$ cat config.mk
export PLATFORM = sky130hd
export DESIGN_NAME = xprog_loader
export DESIGN_NICKNAME = d
export VERILOG_FILES = /design/src/rtl/xprog_loader_pkg.sv /design/src/rtl/xprog_loader_asm.sv /design/src/rtl/xprog_loader.sv
export SDC_FILE = /design/constraint.sdc
export NUM_CORES = 1
export LEC_CHECK = 0
export ABC_AREA = 1
export CAP_MARGIN = 10
export CORE_ASPECT_RATIO = 1.25
export CORE_MARGIN = 5
export CORE_UTILIZATION = 50
export DETAILED_ROUTE_END_ITERATION = 8
export HOLD_SLACK_MARGIN = 0.1
export PLACE_DENSITY = 0.76
export SYNTH_ARGS = -nofsm -noshare
export SYNTH_HDL_FRONTEND = slang
export SYNTH_SLANG_ARGS = --single-unit
$ cat constraint.sdc
create_clock -name clk -period 1.7 [get_ports clk]
set_input_delay 0.17 -clock clk [delete_from_list [all_inputs] [get_ports clk]]
set_output_delay 0.17 -clock clk [all_outputs]
set_load 0.02 [all_outputs]
$ cat src/rtl/xprog_loader_pkg.sv
// Shared definitions for the program loader: frame constants and FSM state encodings.
// No logic; the helpers classify states for the busy and ready outputs.
package xprog_loader_pkg;

    localparam int         LEN_W          = 16;
    localparam logic [7:0] SYNC_BYTE_DFLT = 8'hA5;

    typedef enum logic [3:0] {
        ST_IDLE  = 4'd0,
        ST_SYNC  = 4'd1,
        ST_LEN_H = 4'd2,
        ST_LEN_L = 4'd3,
        ST_DATA  = 4'd4,
        ST_WRITE = 4'd5,
        ST_CSUM  = 4'd6,
        ST_DONE  = 4'd7,
        ST_ERR   = 4'd8
    } state_t;

    function automatic logic state_is_busy(state_t s);
        return s inside {ST_SYNC, ST_LEN_H, ST_LEN_L, ST_DATA, ST_WRITE, ST_CSUM};
    endfunction

    function automatic logic state_takes_byte(state_t s);
        return s inside {ST_SYNC, ST_LEN_H, ST_LEN_L, ST_DATA, ST_CSUM};
    endfunction

endpackage

$ cat src/rtl/xprog_loader_asm.sv
// Byte-to-word shift assembler, MS byte first; word_nxt/word_done are combinational
// with the final byte so the owner can capture the full word on that edge. No backpressure.
module xprog_loader_asm #(
    parameter int DATA_W = 32
) (
    input  logic              clk,
    input  logic              rst_n,
    input  logic              clr,
    input  logic              byte_vld,
    input  logic [7:0]        byte_dat,
    output logic [DATA_W-1:0] word_nxt,
    output logic              word_done
);
    localparam int NBYTES = DATA_W / 8;
    localparam int BCNT_W = (NBYTES > 1) ? $clog2(NBYTES) : 1;
    localparam logic [BCNT_W-1:0] LAST = BCNT_W'(NBYTES - 1);

    logic [DATA_W-1:0] word_q;
    logic [BCNT_W-1:0] bcnt_q;

    assign word_nxt  = (word_q << 8) | DATA_W'(byte_dat);
    assign word_done = byte_vld && (bcnt_q == LAST);

    always_ff @(posedge clk or negedge rst_n) begin
        if (!rst_n) begin
            word_q <= '0;
            bcnt_q <= '0;
        end else if (clr) begin
            word_q <= '0;
            bcnt_q <= '0;
        end else if (byte_vld) begin
            word_q <= word_nxt;
            bcnt_q <= word_done ? '0 : bcnt_q + BCNT_W'(1);
        end
    end

endmodule

$ cat src/rtl/xprog_loader.sv
// Boot loader: framed byte stream -> sequential program RAM writes with length/checksum check.
// Write lands 1 cycle after a word's last byte; rx_ready drops during WRITE and outside a load.
module xprog_loader
    import xprog_loader_pkg::*;
#(
    parameter int         DATA_W    = 32,
    parameter int         ADDR_W    = 9,
    parameter logic [7:0] SYNC_BYTE = SYNC_BYTE_DFLT
) (
    input  logic              clk,
    input  logic              rst_n,
    input  logic              start,
    input  logic [7:0]        rx_data,
    input  logic              rx_valid,
    output logic              rx_ready,
    output logic              prog_sel,
    output logic              prog_we,
    output logic [ADDR_W-1:0] prog_addr,
    output logic [DATA_W-1:0] prog_data,
    output logic              busy,
    output logic              done,
    output logic              err,
    output logic              cpu_hold
);
    localparam int LEN_MAX = 1 << ADDR_W;

    state_t            state_q, state_d;
    logic [LEN_W-1:0]  len_q;
    logic [LEN_W-1:0]  len_full;
    logic [ADDR_W:0]   word_cnt_q;
    logic [ADDR_W:0]   word_cnt_inc;
    logic [7:0]        csum_q;
    logic [ADDR_W-1:0] prog_addr_q;
    logic [DATA_W-1:0] prog_data_q;
    logic              xfer;
    logic              asm_vld;
    logic              asm_done;
    logic [DATA_W-1:0] asm_word;

    // start wins over a coincident byte, so that byte is never consumed
    assign xfer         = rx_valid && rx_ready && !start;
    assign len_full     = {len_q[15:8], rx_data};
    assign word_cnt_inc = word_cnt_q + (ADDR_W+1)'(1);
    assign asm_vld      = xfer && (state_q == ST_DATA);

    xprog_loader_asm #(.DATA_W(DATA_W)) u_asm (
        .clk       (clk),
        .rst_n     (rst_n),
        .clr       (start),
        .byte_vld  (asm_vld),
        .byte_dat  (rx_data),
        .word_nxt  (asm_word),
        .word_done (asm_done)
    );

    always_ff @(posedge clk or negedge rst_n) begin
        if (!rst_n) state_q <= ST_IDLE;
        else        state_q <= state_d;
    end

    always_comb begin
        state_d = state_q;
        if (start) begin
            state_d = ST_SYNC;
        end else begin
            case (state_q)
                ST_SYNC:  if (xfer && rx_data == SYNC_BYTE) state_d = ST_LEN_H;
                ST_LEN_H: if (xfer) state_d = ST_LEN_L;
                ST_LEN_L: begin
                    if (xfer) begin
                        if (int'(len_full) > LEN_MAX) state_d = ST_ERR;
                        else if (len_full == '0)      state_d = ST_CSUM;
                        else                          state_d = ST_DATA;
                    end
                end
                ST_DATA:  if (asm_done) state_d = ST_WRITE;
                ST_WRITE: state_d = (LEN_W'(word_cnt_inc) == len_q) ? ST_CSUM : ST_DATA;
                ST_CSUM:  if (xfer) state_d = (rx_data == csum_q) ? ST_DONE : ST_ERR;
                default:  state_d = state_q;
            endcase
        end
    end

    always_ff @(posedge clk or negedge rst_n) begin
        if (!rst_n) begin
            len_q       <= '0;
            word_cnt_q  <= '0;
            csum_q      <= '0;
            prog_addr_q <= '0;
            prog_data_q <= '0;
        end else if (start) begin
            len_q      <= '0;
            word_cnt_q <= '0;
            csum_q     <= '0;
        end else begin
            case (state_q)
                ST_LEN_H: if (xfer) begin
                    len_q[15:8] <= rx_data;
                    csum_q      <= csum_q + rx_data;
                end
                ST_LEN_L: if (xfer) begin
                    len_q[7:0] <= rx_data;
                    csum_q     <= csum_q + rx_data;
                end
                ST_DATA: if (xfer) begin
                    csum_q <= csum_q + rx_data;
                    if (asm_done) begin
                        prog_data_q <= asm_word;
                        prog_addr_q <= word_cnt_q[ADDR_W-1:0];
                    end
                end
                ST_WRITE: word_cnt_q <= word_cnt_inc;
                default: ;
            endcase
        end
    end

    assign rx_ready  = state_takes_byte(state_q);
    assign busy      = state_is_busy(state_q);
    assign cpu_hold  = busy;
    assign prog_we   = (state_q == ST_WRITE);
    assign prog_sel  = prog_we;
    assign done      = (state_q == ST_DONE);
    assign err       = (state_q == ST_ERR);
    assign prog_addr = prog_addr_q;
    assign prog_data = prog_data_q;

endmodule

==> flow_metrics.env, run 1 <==
export IMPL_status="finished with violations"
export IMPL_violations="setup timing"
export IMPL_endpoint_kind="register"
export IMPL_vias_per_cell=5.41
export IMPL_hold_viol_final=0
export IMPL_powerDensity_mw_per_mm2=1020
export IMPL_reg2reg_setup_slack_ps=-60
export IMPL_min_period_over_period=1.03
export IMPL_crit_family="adder cells"
export IMPL_fin_ws_ps=-58.2
export IMPL_rr_worst_depth=9
export IMPL_synth_top_cell_by_area="dfrtp_1"
export IMPL_maxSlewHeadroom=0.722
export IMPL_wl_um=13700
export IMPL_cp_max_fo=2
export IMPL_hpwlAfterDp_um=9020
export IMPL_drc=0
export IMPL_syn_nets=598
export IMPL_synth_seq_cells=105
export IMPL_worstMarginPinSlew_ps=417
export IMPL_place_congestion=0.892
export IMPL_areaGrowthSynthToFinish_pct=36.3
export IMPL_num_rows=40
export IMPL_cpPeakStageDelay_ps=410
export IMPL_final_common_cell="nand2_1"
export IMPL_drtPass1Iterations=5
export IMPL_slew_violations=0
export IMPL_cp_num_buf_inv=0
export IMPL_synth_cells=576
export IMPL_worst_setup_path_start_kind="register"
export IMPL_cts_root_buf="clkbuf_16"
export IMPL_cts_made_buffers=9
export IMPL_htreeDepth=3
export IMPL_worstPathCellList="ha_4 -> fa_2 -> nand3_2 -> nand3_2 -> nand2_1 -> nand2_1 -> a21oi_2 -> xor2_1 -> o21ai_2"
export IMPL_wl_per_cell_um=16.3
export IMPL_ys_seq_area_frac=0.526
export IMPL_clk_latency_ps=350
export IMPL_avgSynthCellArea_um2=8.68
export IMPL_grt_pass1_vias=4645
export IMPL_final_nets=732
export IMPL_path_depth=9
export IMPL_worstSetupPathType="reg2reg"
export IMPL_num_vias=4549
export IMPL_cts_tree="built"
export IMPL_clkTransAtPathRegs_ps=70
export IMPL_first_iter_violations=309
export IMPL_critical_path_slowest_cell="dfrtp_1"
export IMPL_chipHeight_um=122
export IMPL_netlist_top_cells_area="dfrtp_1 53%, nand2_1 11%, inv_1 5.5%"
export IMPL_syn_area_mm2=0.00500
export IMPL_ant_nets=0
export IMPL_gr_usage_all_layers=0.228
export IMPL_clockBufferDepth=2
export IMPL_max_freq_ghz=0.569
export IMPL_grt_max_degree=39
export IMPL_antenna_found_initial=0
export IMPL_ir_worst_vdd_mv=0.833
export IMPL_clock_skew_ps=7.50
export IMPL_ys_warnings_count=0
export IMPL_placed_cell_area_mm2=0.00618
export IMPL_final_cell_mix="134 x nand2_1, 102 x dfrtp_1, 72 x buf_4"
export IMPL_crit_arrival_ps=1990
export IMPL_synth_distinct_cells=36
export IMPL_layout_drive_gt1_share=0.241
export IMPL_regArea_mm2=0.00263
export IMPL_cts_sinks=105
export IMPL_synth_top_area_frac=0.526
export IMPL_cap_violations=0
export IMPL_grt_pass1_wl_um=22100
export IMPL_setup_viol=7
export IMPL_die_area_mm2=0.0121
export IMPL_pin_count=60
export IMPL_rsz0062_at_grt="yes"
export IMPL_multi_input_area_mm2=0.00216
export IMPL_dpl_worst_slack_ps=-467
export IMPL_finalCriticalPeriod_ps=1760
export IMPL_fin_area_mm2=0.00681
export IMPL_port_buffers=59
export IMPL_fillCellCount=750
export IMPL_core_area_mm2=0.00971
export IMPL_antenna_cells=0
export IMPL_start_util=0.515
export IMPL_hp_class="in2async"
export IMPL_overflow=0
export IMPL_p_leak_nw=3.18
export IMPL_die_w_um=99.4
export IMPL_cp_required_ps=1930
[Yosys cell counts, drive strengths merged]
cell type  count
o21ai         68
a21oi          7
o22ai         30
nor3           3
inv           74
and3           1
nand3         46
clkbuf         4
nor4           1
xnor2          2
fa             1
nand4          8
nor2          41
mux2           7
or2            2
nand2        146
ha             9
dfrtp        105
and2           1
buf           15
a21boi         1
xor2           4
[final timing paths]
| check | start | endpoint |
|---|---|---|
| max | csum_q[0] | csum_q[6] |
| min in group clk | prog_addr[0] | prog_addr[0] |
| max reg2reg | csum_q[0] | csum_q[6] |
| max in group asynchronous | rst_n | state_q[3] |
| min | rst_n | csum_q[6] |
| min reg2reg | prog_addr[0] | prog_addr[0] |
[what timing repair did]
action / 4_1_cts / 5_1_grt
hold endpoints to repair: 23 / 0
buffers inserted: 7 / 6
pin swaps: 11 / 8
hold buffers: 1 / 0
gates cloned: 2 / 1
resized for setup: 59 / 29
setup endpoints to repair: 69 / 54
[metal layers]
layer	routed length, um	global-route usage
met4	330	0.0863
met5	0	0
met3	567	0.0395
met1	5700	0.277
met2	7140	0.404
[final cells by class]
cell class,count,area share
clock buffers,10,0.0336
clock inverters,6,0.00753
inverters,74,0.0408
multi-input cells,378,0.317
flip-flops and latches,105,0.386
well taps,126,0.0231
repair buffers,142,0.191
[cell families (layout without fill, tap and decap cells)]
kind of cell / after synthesis / in the layout / share of synthesized area
flip-flops: 105 / 105 / 0.526
AND/OR/NAND/NOR: 249 / 249 / 0.216
buffers and inverters: 93 / 232 / 0.0829
multiplexers: 7 / 7 / 0.0158
XOR/XNOR: 6 / 6 / 0.0105
AO/OA/AOI/OAI: 106 / 106 / 0.122
adder cells (fa/ha/maj): 10 / 10 / 0.0265
[stage by stage]
stage | utilization | cells | hold slack [ps] | TNS [ps] | power [mW]
final | 0.701 | 841 | 300 | -143 | 6.96
after CTS | 0.694 | 836 | 299 | -134 | 6.80
after floorplan | - | 576 | -126 | -24.7 | 3.84
after global placement | 0.637 | 810 | 126 | -3650 | 4.67
after global routing | 0.701 | 841 | 325 | -1430 | 7.27
after detailed placement | 0.637 | 810 | 128 | -5580 | 4.70
[registers in the layout (all words and copies together), names as in the netlist]
signal	count
prog_data	32
u_asm.word_q	24
len_q	16
word_cnt_q	10
prog_addr	9
csum_q	8
state_q	4
u_asm.bcnt_q	2
[where the power goes]
group	switching, mW	internal, mW
combinational	1.19	1.02
clock	0.961	1.01
sequential	0.128	2.64
total	2.28	4.67
[worst reg2reg max path: cells and delay by family, from the launching register on]
kind / cells / cell delay [ps]
adders and majority gates: 2 / 560
DFF: 1 / 410
and+or+nand+nor: 4 / 280
AOI/OAI and AO/OA: 2 / 220
xor gates and xnor gates: 1 / 180
(Power assumes the default switching activity.)
==> inputs of run 2 (changes only) <==
CORE_ASPECT_RATIO = default   (was 1.25)
CORE_MARGIN = 8   (was 5)
==> run 2 against run 1 <==
The flow still finishes with violations (setup timing). Final cell count is 0.24% lower. Hold slack got worse by 44 ps. Highest routed layer unchanged. Largest cell class unchanged. Clock skew rose by 13 ps. Critical path type unchanged.
==> flow_metrics.env, run 2 (synthesis results as in run 1) <==
export IMPL_cellInternalPower_mw=4.23
export IMPL_p_seq_frac=0.427
export IMPL_hold_viol_final=0
export IMPL_powerDensity_mw_per_mm2=971
export IMPL_status="finished with violations"
export IMPL_place_congestion=0.944
export IMPL_overflow=0
export IMPL_die_area_mm2=0.0134
export IMPL_stdcell_count=839
export IMPL_rr_worst_depth=9
export IMPL_chipHeight_um=116
export IMPL_maxSlewHeadroom=0.733
export IMPL_rsz0062_at_grt="yes"
export IMPL_num_vias=4491
export IMPL_num_rows=36
export IMPL_clockBufferDepth=2
export IMPL_hp_class="in2async"
export IMPL_clock_skew_ps=20.2
export IMPL_worstMarginPinSlew_ps=400
export IMPL_slew_violations=0
export IMPL_grt_max_degree=83
export IMPL_hpwlAfterDp_um=8880
export IMPL_grt_pass1_wl_um=20100
export IMPL_clk_latency_ps=370
export IMPL_min_period_over_period=1.05
export IMPL_wl_um=12800
export IMPL_cts_sinks=105
export IMPL_cts_tree="built"
export IMPL_start_util=0.514
export IMPL_htreeDepth=3
export IMPL_cp_max_fo=2
export IMPL_grt_pass1_vias=4388
export IMPL_drc=0
export IMPL_ant_nets=0
export IMPL_cts_root_buf="clkbuf_8"
export IMPL_vias_per_cell=5.35
export IMPL_combPwrFrac=0.345
export IMPL_areaGrowthSynthToFinish_pct=34.1
export IMPL_postLayoutCoreUtil=0.689
export IMPL_p_leak_nw=3.06
export IMPL_power_frac_clock=0.228
export IMPL_antenna_found_initial=0
export IMPL_p_sw_mw=2.28
export IMPL_layout_drive_gt1_share=0.244
export IMPL_fin_ws_ps=-84.1
export IMPL_sw_frac_of_total=0.351
export IMPL_final_common_cell="nand2_1"
export IMPL_final_cell_mix="133 x nand2_1, 103 x dfrtp_1, 67 x inv_1, 67 x buf_4, 51 x clkdlybuf4s50_1"
export IMPL_first_iter_violations=261
export IMPL_cap_violations=0
export IMPL_final_setup_tns_ps=-164
export IMPL_post_place_cells=808
export IMPL_cp_required_ps=1980
export IMPL_core_area_mm2=0.00973
export IMPL_setup_viol=5
export IMPL_crit_arrival_ps=2060
export IMPL_pin_count=60
export IMPL_finalCriticalPeriod_ps=1780
export IMPL_drtPass1Iterations=6
export IMPL_ir_worst_vdd_mv=0.839
export IMPL_max_freq_ghz=0.561
export IMPL_largest_reg_flops=32
export IMPL_gr_usage_all_layers=0.187
export IMPL_endpoint_kind="register"
export IMPL_port_buffers=59
export IMPL_violations="setup timing"
export IMPL_antenna_cells=0
export IMPL_clkTransAtPathRegs_ps=120
export IMPL_die_w_um=116
export IMPL_final_nets=723
export IMPL_worstSetupPathType="reg2reg"
export IMPL_cts_made_buffers=9
export IMPL_wl_per_cell_um=15.2
export IMPL_worst_setup_path_start_kind="register"
-- run 2: worst paths after layout --
path	from	slack, ps	to
hold reg to reg	prog_addr[4]	500	prog_addr[4]
hold / removal	rst_n	260	u_asm.bcnt_q[1]
setup / recovery	csum_q[0]	-80	csum_q[6]
min in group clk	prog_addr[4]	500	prog_addr[4]
max in group asynchronous	rst_n	880	len_q[9]
setup reg to reg	csum_q[0]	-80	csum_q[6]
-- run 2: stage by stage --
stage               setup WS [ps]  hold WS (ps)  total power, mW  cell area (um^2)
floorplan                   -24.7          -126             3.84              5000
global placement             -383           119             4.57              6130
detailed placement           -427           127             4.64              6130
CTS                         -34.9           246             6.25              6430
global route                 -140           277             6.82              6700
finish                      -84.1           256             6.51              6700
-- run 2: cell type report --
| class | count | area [um^2] |
|---|---|---|
| clock buffers | 9 | 124 |
| clock inverters | 7 | 66.3 |
| fillers | 773 | 3030 |
| inverters | 74 | 280 |
| multi-input cells | 378 | 2220 |
| flip-flops and latches | 105 | 2630 |
| well taps | 133 | 166 |
| repair buffers | 133 | 1210 |
-- run 2: critical path, cell delays in order (launching register included) --
cell     delay [ps]
dfrtp_1         430
ha_4            190
fa_2            360
nand3_2          80
nand3_2          70
nand2_1          70
nand2_1          70
a21oi_2         180
xor2_2          170
o21ai_2          70
-- run 2: layer usage --
metal  wire, um  global-route usage  vias to the layer above
met2       6380               0.322                      178
met4        303              0.0743                        0
met3        855              0.0349                       29
met5          0                   0                        -
li1           -                   -                     2146
met1       5240               0.225                     2138
-- run 2: timing repair --
item                       4_1_cts  5_1_grt
gates cloned                     0        1
setup buffers                    6        7
gates resized for setup         44       50
hold endpoints to repair       105        0
hold buffers                     1        0
pin swaps                       14       25
setup endpoints to repair       60       72
-- run 2: power by group through the flow --
stage	Clock, mW	Combinational [mW]	Sequential (mW)
final	1.48	2.24	2.78
after global routing	1.59	2.43	2.80
after CTS	1.52	1.98	2.75
after detailed placement	0	1.85	2.79
after global placement	0	1.79	2.79
after floorplan	0	1.08	2.77
==> inputs of run 3 (changes only) <==
CAP_MARGIN = default   (was 10)
==> results of run 3 <==
Final layout, timing and power as in run 2 (identical DEF).
